File: config.mk
export PLATFORM = sky130hd
export DESIGN_NAME = decode_issue_ctrl
export DESIGN_NICKNAME = d
export VERILOG_FILES = /design/src/rtl/decode_pkg.sv /design/src/rtl/issue_fifo.sv /design/src/rtl/decode_issue_ctrl.sv
export SDC_FILE = /design/constraint.sdc
export NUM_CORES = 1
export LEC_CHECK = 0
export ABC_CLOCK_PERIOD_IN_PS = 4800
export BUFFER_PORTS_ARGS = -buffer_cell sky130_fd_sc_hd__buf_2
export CAP_MARGIN = 40
export CORE_AREA = 2 2 93 77
export CTS_CLUSTER_DIAMETER = 60
export DETAILED_ROUTE_END_ITERATION = 10
export DIE_AREA = 0 0 95 79
export PLACE_DENSITY = 0.68
export SYNTH_ARGS = -nofsm -noshare
export SYNTH_HDL_FRONTEND = slang
export SYNTH_SLANG_ARGS = --single-unit
File: constraint.sdc
create_clock -name clk -period 4.8 [get_ports clk]
set_input_delay 0 -clock clk [delete_from_list [all_inputs] [get_ports clk]]
set_output_delay 0 -clock clk [all_outputs]
set_load 0.05 [all_outputs]
File: src/rtl/decode_pkg.sv
// Shared instruction field layout, NOP encoding and issue-control state enum
// for the decode/issue slice.
package decode_pkg;

  localparam int INSTR_W = 16;
  localparam int FIELD_W = 4;
  localparam int OPC_LSB = 12;
  localparam int RD_LSB  = 8;
  localparam int RS_LSB  = 4;
  localparam int IMM_LSB = 0;

  localparam logic [FIELD_W-1:0] OPC_NOP = 4'h0;

  typedef enum logic {
    ST_RUN   = 1'b0,
    ST_DRAIN = 1'b1
  } issue_state_e;

endpackage

File: src/rtl/issue_fifo.sv
// Instruction buffer: head visible combinationally, write to read in one cycle.
// Push while full is taken only together with a pop; flush overrides push and pop.
module issue_fifo #(
  parameter int DEPTH = 2,
  parameter int WIDTH = 16
) (
  input  logic             clk,
  input  logic             rst_n,
  input  logic             push,
  input  logic [WIDTH-1:0] push_data,
  input  logic             pop,
  input  logic             flush,
  output logic [WIDTH-1:0] head_data,
  output logic             full,
  output logic             empty
);

  localparam int AW = (DEPTH > 1) ? $clog2(DEPTH) : 1;

  logic [AW:0]      wptr_q, rptr_q;
  logic [WIDTH-1:0] mem_q [DEPTH];
  logic             do_push, do_pop;

  // Extra MSB on each pointer distinguishes full from empty when indices match.
  assign empty = (wptr_q == rptr_q);
  assign full  = (wptr_q[AW] != rptr_q[AW]) && (wptr_q[AW-1:0] == rptr_q[AW-1:0]);

  assign do_pop  = pop && !empty && !flush;
  assign do_push = push && (!full || do_pop) && !flush;

  assign head_data = mem_q[rptr_q[AW-1:0]];

  always_ff @(posedge clk) begin
    if (!rst_n) begin
      for (int i = 0; i < DEPTH; i++) begin
        mem_q[i] <= '0;
      end
    end else if (do_push) begin
      mem_q[wptr_q[AW-1:0]] <= push_data;
    end
  end

  always_ff @(posedge clk) begin
    if (!rst_n || flush) begin
      wptr_q <= '0;
      rptr_q <= '0;
    end else begin
      if (do_push) wptr_q <= wptr_q + (AW+1)'(1);
      if (do_pop)  rptr_q <= rptr_q + (AW+1)'(1);
    end
  end

endmodule

File: src/rtl/decode_issue_ctrl.sv
// Scoreboarded in-order issue from a small buffer; issue is combinational off the head.
// Hazards hold the head (stall); flush drains outstanding writebacks before refill. ISSUE_PERF_CNT_EN adds stall_cycles.
module decode_issue_ctrl
  import decode_pkg::*;
#(
  parameter int FIFO_DEPTH = 2,
  parameter int REG_COUNT  = 16
) (
  input  logic                 clk,
  input  logic                 rst_n,
  input  logic                 f_valid,
  input  logic [15:0]          f_instr,
  output logic                 f_ready,
  output logic                 d_valid,
  output logic [15:0]          d_instr,
  input  logic                 d_ready,
  input  logic                 wb_valid,
  input  logic [3:0]           wb_rd,
  input  logic                 flush,
  output logic                 stall,
  output logic [REG_COUNT-1:0] busy_regs
`ifdef ISSUE_PERF_CNT_EN
  ,
  output logic [15:0]          stall_cycles
`endif
);

  issue_state_e           state_q, state_d;
  logic [REG_COUNT-1:0]   busy_q, busy_d, wb_clr, busy_eff;
  logic [INSTR_W-1:0]     head;
  logic [FIELD_W-1:0]     head_opc, head_rd, head_rs;
  logic                   full, empty, run, hazard;
  logic                   do_push, do_pop, fifo_flush;

  function automatic logic busy_at(input logic [REG_COUNT-1:0] v, input logic [3:0] r);
    busy_at = (int'(r) < REG_COUNT) ? v[r] : 1'b0;
  endfunction

  issue_fifo #(
    .DEPTH (FIFO_DEPTH),
    .WIDTH (INSTR_W)
  ) u_fifo (
    .clk       (clk),
    .rst_n     (rst_n),
    .push      (do_push),
    .push_data (f_instr),
    .pop       (do_pop),
    .flush     (fifo_flush),
    .head_data (head),
    .full      (full),
    .empty     (empty)
  );

  assign head_opc = head[OPC_LSB +: FIELD_W];
  assign head_rd  = head[RD_LSB  +: FIELD_W];
  assign head_rs  = head[RS_LSB  +: FIELD_W];

  always_comb begin
    wb_clr = '0;
    if (wb_valid && (int'(wb_rd) < REG_COUNT)) wb_clr[wb_rd] = 1'b1;
  end

  // A writeback landing this cycle already unblocks the head this cycle.
  assign busy_eff = busy_q & ~wb_clr;
  assign hazard   = (head_opc != OPC_NOP) &&
                    (busy_at(busy_eff, head_rs) || busy_at(busy_eff, head_rd));

  // Outputs are qualified with rst_n so they read idle while reset is held.
  assign run     = rst_n && (state_q == ST_RUN);
  assign f_ready = run && !full;
  assign d_valid = run && !empty && !hazard;
  assign stall   = run && !empty && hazard;
  assign d_instr = rst_n ? head : '0;

  assign fifo_flush = run && flush;
  assign do_push    = f_valid && f_ready && !flush;
  assign do_pop     = d_valid && d_ready && !flush;

  assign busy_regs = busy_q;

  always_comb begin
    busy_d = busy_q & ~wb_clr;
    // Issue set is applied after the writeback clear so it wins on a collision.
    if (do_pop && (head_opc != OPC_NOP) && (int'(head_rd) < REG_COUNT)) begin
      busy_d[head_rd] = 1'b1;
    end
  end

  always_comb begin
    state_d = state_q;
    case (state_q)
      ST_RUN:   if (flush) state_d = ST_DRAIN;
      ST_DRAIN: if (busy_q == '0) state_d = ST_RUN;
      default:  state_d = ST_RUN;
    endcase
  end

  always_ff @(posedge clk) begin
    if (!rst_n) begin
      state_q <= ST_RUN;
      busy_q  <= '0;
    end else begin
      state_q <= state_d;
      busy_q  <= busy_d;
    end
  end

`ifdef ISSUE_PERF_CNT_EN
  always_ff @(posedge clk) begin
    if (!rst_n) begin
      stall_cycles <= '0;
    end else if (stall && (stall_cycles != 16'hFFFF)) begin
      stall_cycles <= stall_cycles + 16'd1;
    end
  end
`endif

endmodule

### Word level (Yosys, flattened, before mapping)

Memory sizes are Yosys's and may differ from the RTL's. A register that Yosys moved wholly into a read port is not among the register bits.
Cells that the tools add are included.

* latch bits: 0
* output and inout port bits: 35
* bits in read-only memories: 0
* memories kept: 1
* bits in writable memories: 32
* input port bits: 26
* word-level logic and storage cells: 73
* register bits: 21

* reduce and logical (&&, ||, !) cells: 31
* multiplexer cells: 23
* equality and inequality tests: 3
* $lt $le $gt $ge: 5
* multiply operators: 0
* add/sub/neg operators: 2
* div/mod/pow operators: 0
* shifts and indexed selects: 0
* bitwise gates (word level): 4

Memories
* u_fifo.mem_q: depth 2, width 16, read ports 1, clocked after Yosys merged registers in 1, write ports 2, line issue_fifo.sv:21 `logic [WIDTH-1:0] mem_q [DEPTH];`

Operator list (count)
* $mux W16: 4
* $logic_and A1 B1 Y1: 19
* $and A16 B16 Y16: 1
* $logic_not A16 Y1: 1
* $not A16 Y16: 1
* $or A16 B16 Y16: 1
* $reduce_or A16 Y1: 1
* $lt A4 B5 Y1 const B: 3
* $mux W1: 14
* $bmux W1 S4: 2
* $demux W1 S4: 2
* $ge A4 B1 Y1 const B: 2
* $logic_not A1 Y1: 6
* $add A2 B1 Y2 const B: 2
* $reduce_bool A4 Y1: 1
* $logic_or A1 B1 Y1: 3
* $eq A2 B2 Y1: 1
* $pmux W1 S2: 1
* $eq A1 B1 Y1: 1
* $ne A1 B1 Y1: 1
* $not A1 Y1: 1

### Depth between registers and ports, before layout

* word-level depth: 25
* mapped depth: 9
* depth with buffers taken out: 7

### Hierarchy

Synthesis repeated with hierarchy kept, for this count alone.

* cells, all modules: 320
* area total of the unflattened synthesis: 3175.5 um2

By module, submodules not included
* issue_fifo: cells an instance 140, area each 1694.1 um2, seq. area each 1061.0 um2, instances 1
* decode_issue_ctrl: cells an instance 180, area each 1481.4 um2, seq. area each 340.3 um2, instances 1

### Worst setup path after synthesis

No wires, ideal clock.

* path kind: register to register
* start point: register u_fifo.rptr_q[1]
* end point: memory u_fifo.mem_q[0][0] (enable)
* path slack: 0.985 ns
* path buffers: 0
* data required time: 4.389 ns
* arrival time: 3.404 ns
* stages on the path, launching flop included: 5
* clock period less this slack: 3.815 ns
* library setup time: 0.411 ns
* path through: dfxtp_1 > xor2_1 > a211oi_1 > nand3_1 > o21ai_0

RTL lines
* from (decl): line issue_fifo.sv:20 `logic [AW:0] wptr_q, rptr_q;`
* from (signal assigned): line issue_fifo.sv:49 `if (do_pop) rptr_q <= rptr_q + (AW+1)'(1);`
* to (decl): line issue_fifo.sv:21

==> impl_summary.log <==
[metrics] instance area at placement: 3300 sq um
[metrics] fin. max-slew vios: 0
[metrics] Max Clock Skew: 3.89 ps
[metrics] Peak Freq: 333 MHz
[metrics] Hold Violations, Final: 0
[metrics] Yosys warnings: 0
[metrics] #FFs+latches synth: 54
[metrics] Worst-path clk slew: 90 ps
[metrics] number of antenna repair diodes: 0
[metrics] 1st-pass router iterations: 4
[metrics] Yosys cell types: 51
[metrics] reported leakage power: 0.00137 uW
[metrics] post-synthesis to final-layout area growth: 23.3%
[metrics] sort of element at the end of the critical path: output pin
[metrics] total nets after synthesis: 299
[metrics] placeable core region: 6660 sq um
[metrics] setup bufs post-CTS: 0
[metrics] initial core utilization: 43.6%
[metrics] worst min-delay path category: primary input to flip-flop
[metrics] Synth Area per Inst: 10.6 sq um
[metrics] clock latency on the worst-skew pair: 300 ps
[metrics] Setup crit start kind: flip-flop
[metrics] top fanout value on the critical path: 14
[metrics] routed wire length: 7200 um
[metrics] Worst Tran Pin Value: 533 ps
[metrics] I/O Buffers: 60
[metrics] number of core rows: 27
[metrics] ratio of total power to cell area: 267 nW/um^2
[metrics] setup TNS: 0 ps
[metrics] met3 GRT Util: 4.74%
[metrics] met2 GRT Util: 32.7%
[metrics] initial antenna violation count: 0
[metrics] detailed placement HPWL: 5270 um
[metrics] outcome: complete, no violations
[metrics] met1 Use GR: 26.9%
[metrics] leading register cell type out of synthesis: edfxtp_1
[metrics] CTS buffer count: 5
[metrics] worst reg2reg path endpoint: busy_regs[4]$_SDFF_PN0_
[metrics] required time of the critical path: 4800 ps
[metrics] combined area of all synthesized cells: 2900 sq um
[metrics] highest-utilization routing layer at the global route stage: met2
[metrics] maximum number of pins on one net before global-route repair: 34
[metrics] proportion of synthesized chip area in sequential cells: 48.3%
[metrics] fraction of final layout cells sized beyond drive strength 1: 26.0%
[metrics] reg-to-reg slack, setup: 2070 ps
[metrics] Max Cap Violations: 0
[metrics] relative slew slack: 63.4%
[metrics] total number of clock tree sinks: 54
[metrics] clock period minus final worst setup slack: 3010 ps
[metrics] antenna viol nets, final: 0
[metrics] post-DR vias/cell: 5.66
[metrics] Setup CP Type: flip-flop to output pin
[metrics] cells after synthesis: 273
[metrics] Die Y: 79 um
[metrics] commonest cells in the synthesized netlist: and2_1 (32), edfxtp_1 (32), nor2_1 (27)
[metrics] final RePlAce weighted congestion: 0.852
[metrics] via count of the first global-routing pass: 2454
[metrics] Max IR drop VDD: 0.142 mV
[metrics] H-tree level count: 2
[metrics] Clock Root Buffer: clkbuf_8
[metrics] First DRT Iteration DRCs: 172
[metrics] post-DR wirelength/cell: 16.3 um
[metrics] main area contributors after synthesis: edfxtp_1 (33%), dfxtp_1 (15%), and2_1 (6.9%)
[metrics] number of synthesized flops with an enable pin: 32
[metrics] gr usage total: 20.1%
[metrics] Finish-stage setup viols: 0
[metrics] post-CTS sizing: 0
[metrics] worst r2r path cells: 8
[metrics] arrival time of the worst setup path: 3010 ps
[metrics] number of nets in the finished design: 379
[metrics] total via count in the routed design: 2498
[metrics] share of flip-flops with an asynchronous set or reset after synthesis: 0%
[metrics] final cell area excluding filler cells: 3580 sq um
[metrics] remaining global-route overflow: 0
[metrics] first-pass GRT wire length: 11700 um
[metrics] die area: 7510 sq um
[metrics] remaining design rule violation count: 0
[metrics] last element of the critical path: d_valid
[metrics] clock tree from TritonCTS: built
[metrics] final hold slack: 5.13 ps
[metrics] Tcrit/Tclk final: 62.6%
[metrics] die boundary width: 95 um
[metrics] RSZ-0062 raised after global routing: false
[metrics] cell taking the most area after synthesis: edfxtp_1
[metrics] post-synth top area share: 33.1%
[metrics] Bufs on Longest Clock Path: 2
[metrics] IO Pins: 61
-- layout by cell type (no fill, tap or decap), types with 2 or more instances in the layout --
cell type      count
mux2i_1           17
buf_2             60
o21ai_2            2
buf_4              6
nor2_1            27
nor3_1             8
o21ai_1            7
a21oi_1            4
nand2b_1           3
nand4_1            2
clkbuf_8           5
o22ai_1            9
dlygate4sd3_1     17
xnor2_1            3
nand3_4            2
o211ai_1          11
o21ai_0           12
nand3b_1           2
nand3_1            4
edfxtp_1          32
o2111ai_1          5
and2_1            32
xor2_1             2
o32ai_1           16
nor4_1             6
inv_1              6
dfxtp_1           22
nand2_1            6
-- flip-flops by register name, indices dropped and copies added (netlist names), named ones only --
register / count
u_fifo.rptr_q: 2
u_fifo.wptr_q: 2
busy_regs: 16
u_fifo.mem_q: 32
state_q: 1
-- per-stage QoR --
| step | total power (uW) | std cells | worst slack [ps] | util [%] |
|---|---|---|---|---|
| after floorplan | 612 | 273 | 985 | - |
| after global placement | 651 | 413 | 1890 | 49.1 |
| after detailed placement | 654 | 416 | 2130 | 49.5 |
| after CTS | 961 | 441 | 1850 | 53.7 |
| after global routing | 996 | 441 | 1610 | 53.7 |
| final | 955 | 441 | 1790 | 53.7 |
-- layer usage --
metal | wire [um] | share of wire, % | vias up
met5 | 0 | 0 | -
met1 | 3220 | 45 | 1203
met3 | 493 | 6.8 | 9
li1 | - | - | 1209
met2 | 3400 | 47 | 77
met4 | 84 | 1.2 | 0
-- cell families (layout without fill, tap and decap cells) --
kind of cell,count (synthesis),in the layout,synth area share (%)
buffers and inverters,18,99,3.45
AO/OA/AOI/OAI,73,73,18.5
AND/OR/NAND/NOR,103,103,20.7
flip-flops,54,54,48.3
multiplexers,20,20,7.51
XOR/XNOR,5,5,1.51
-- worst max-delay path, stage by stage (launching register included) --
cell     delay, ps
dfxtp_1        600
buf_8          230
and3b_1        220
a31oi_4        320
o22ai_1        170
nor4_1         360
or4_4          270
nand2_1         70
a21oi_1        140
buf_2          280
-- how the worst min path moves through the flow --
| stage | startpoint | endpoint | cells after the start |
|---|---|---|---|
| after floorplan | rst_n | state_q$_SDFF_PN0_ | 2 |
| after global placement | flush | state_q$_SDFF_PN0_ | 3 |
| after detailed placement | flush | state_q$_SDFF_PN0_ | 3 |
| after CTS | f_instr[11] | u_fifo.mem_q[0][11]$_SDFFCE_PN0P_ | 2 |
| after global routing | f_instr[11] | u_fifo.mem_q[1][11]$_SDFFCE_PN0P_ | 2 |
| final | f_instr[11] | u_fifo.mem_q[0][11]$_SDFFCE_PN0P_ | 2 |
-- cell type report --
| cell class | instances | area [sq um] |
|---|---|---|
| fillers | 615 | 3080 |
| flip-flops and latches | 54 | 1400 |
| multi-input cells | 201 | 1400 |
| repair buffers | 84 | 531 |
| well taps | 87 | 109 |
| clock buffers | 6 | 72.6 |
| clock inverters | 2 | 37.5 |
| inverters | 7 | 26.3 |
-- report_power, final --
group / switching [uW] / total (uW) / internal [uW]
sequential: 9.26 / 514 / 504
combinational: 93.4 / 142 / 48.5
clock: 144 / 299 / 156
-- timing repair --
action                     4_1_cts  5_1_grt
hold endpoints to repair        31        0
setup endpoints to repair        0        0
hold buffers                    17        0
Note: power is estimated with default switching activity, not from simulation.
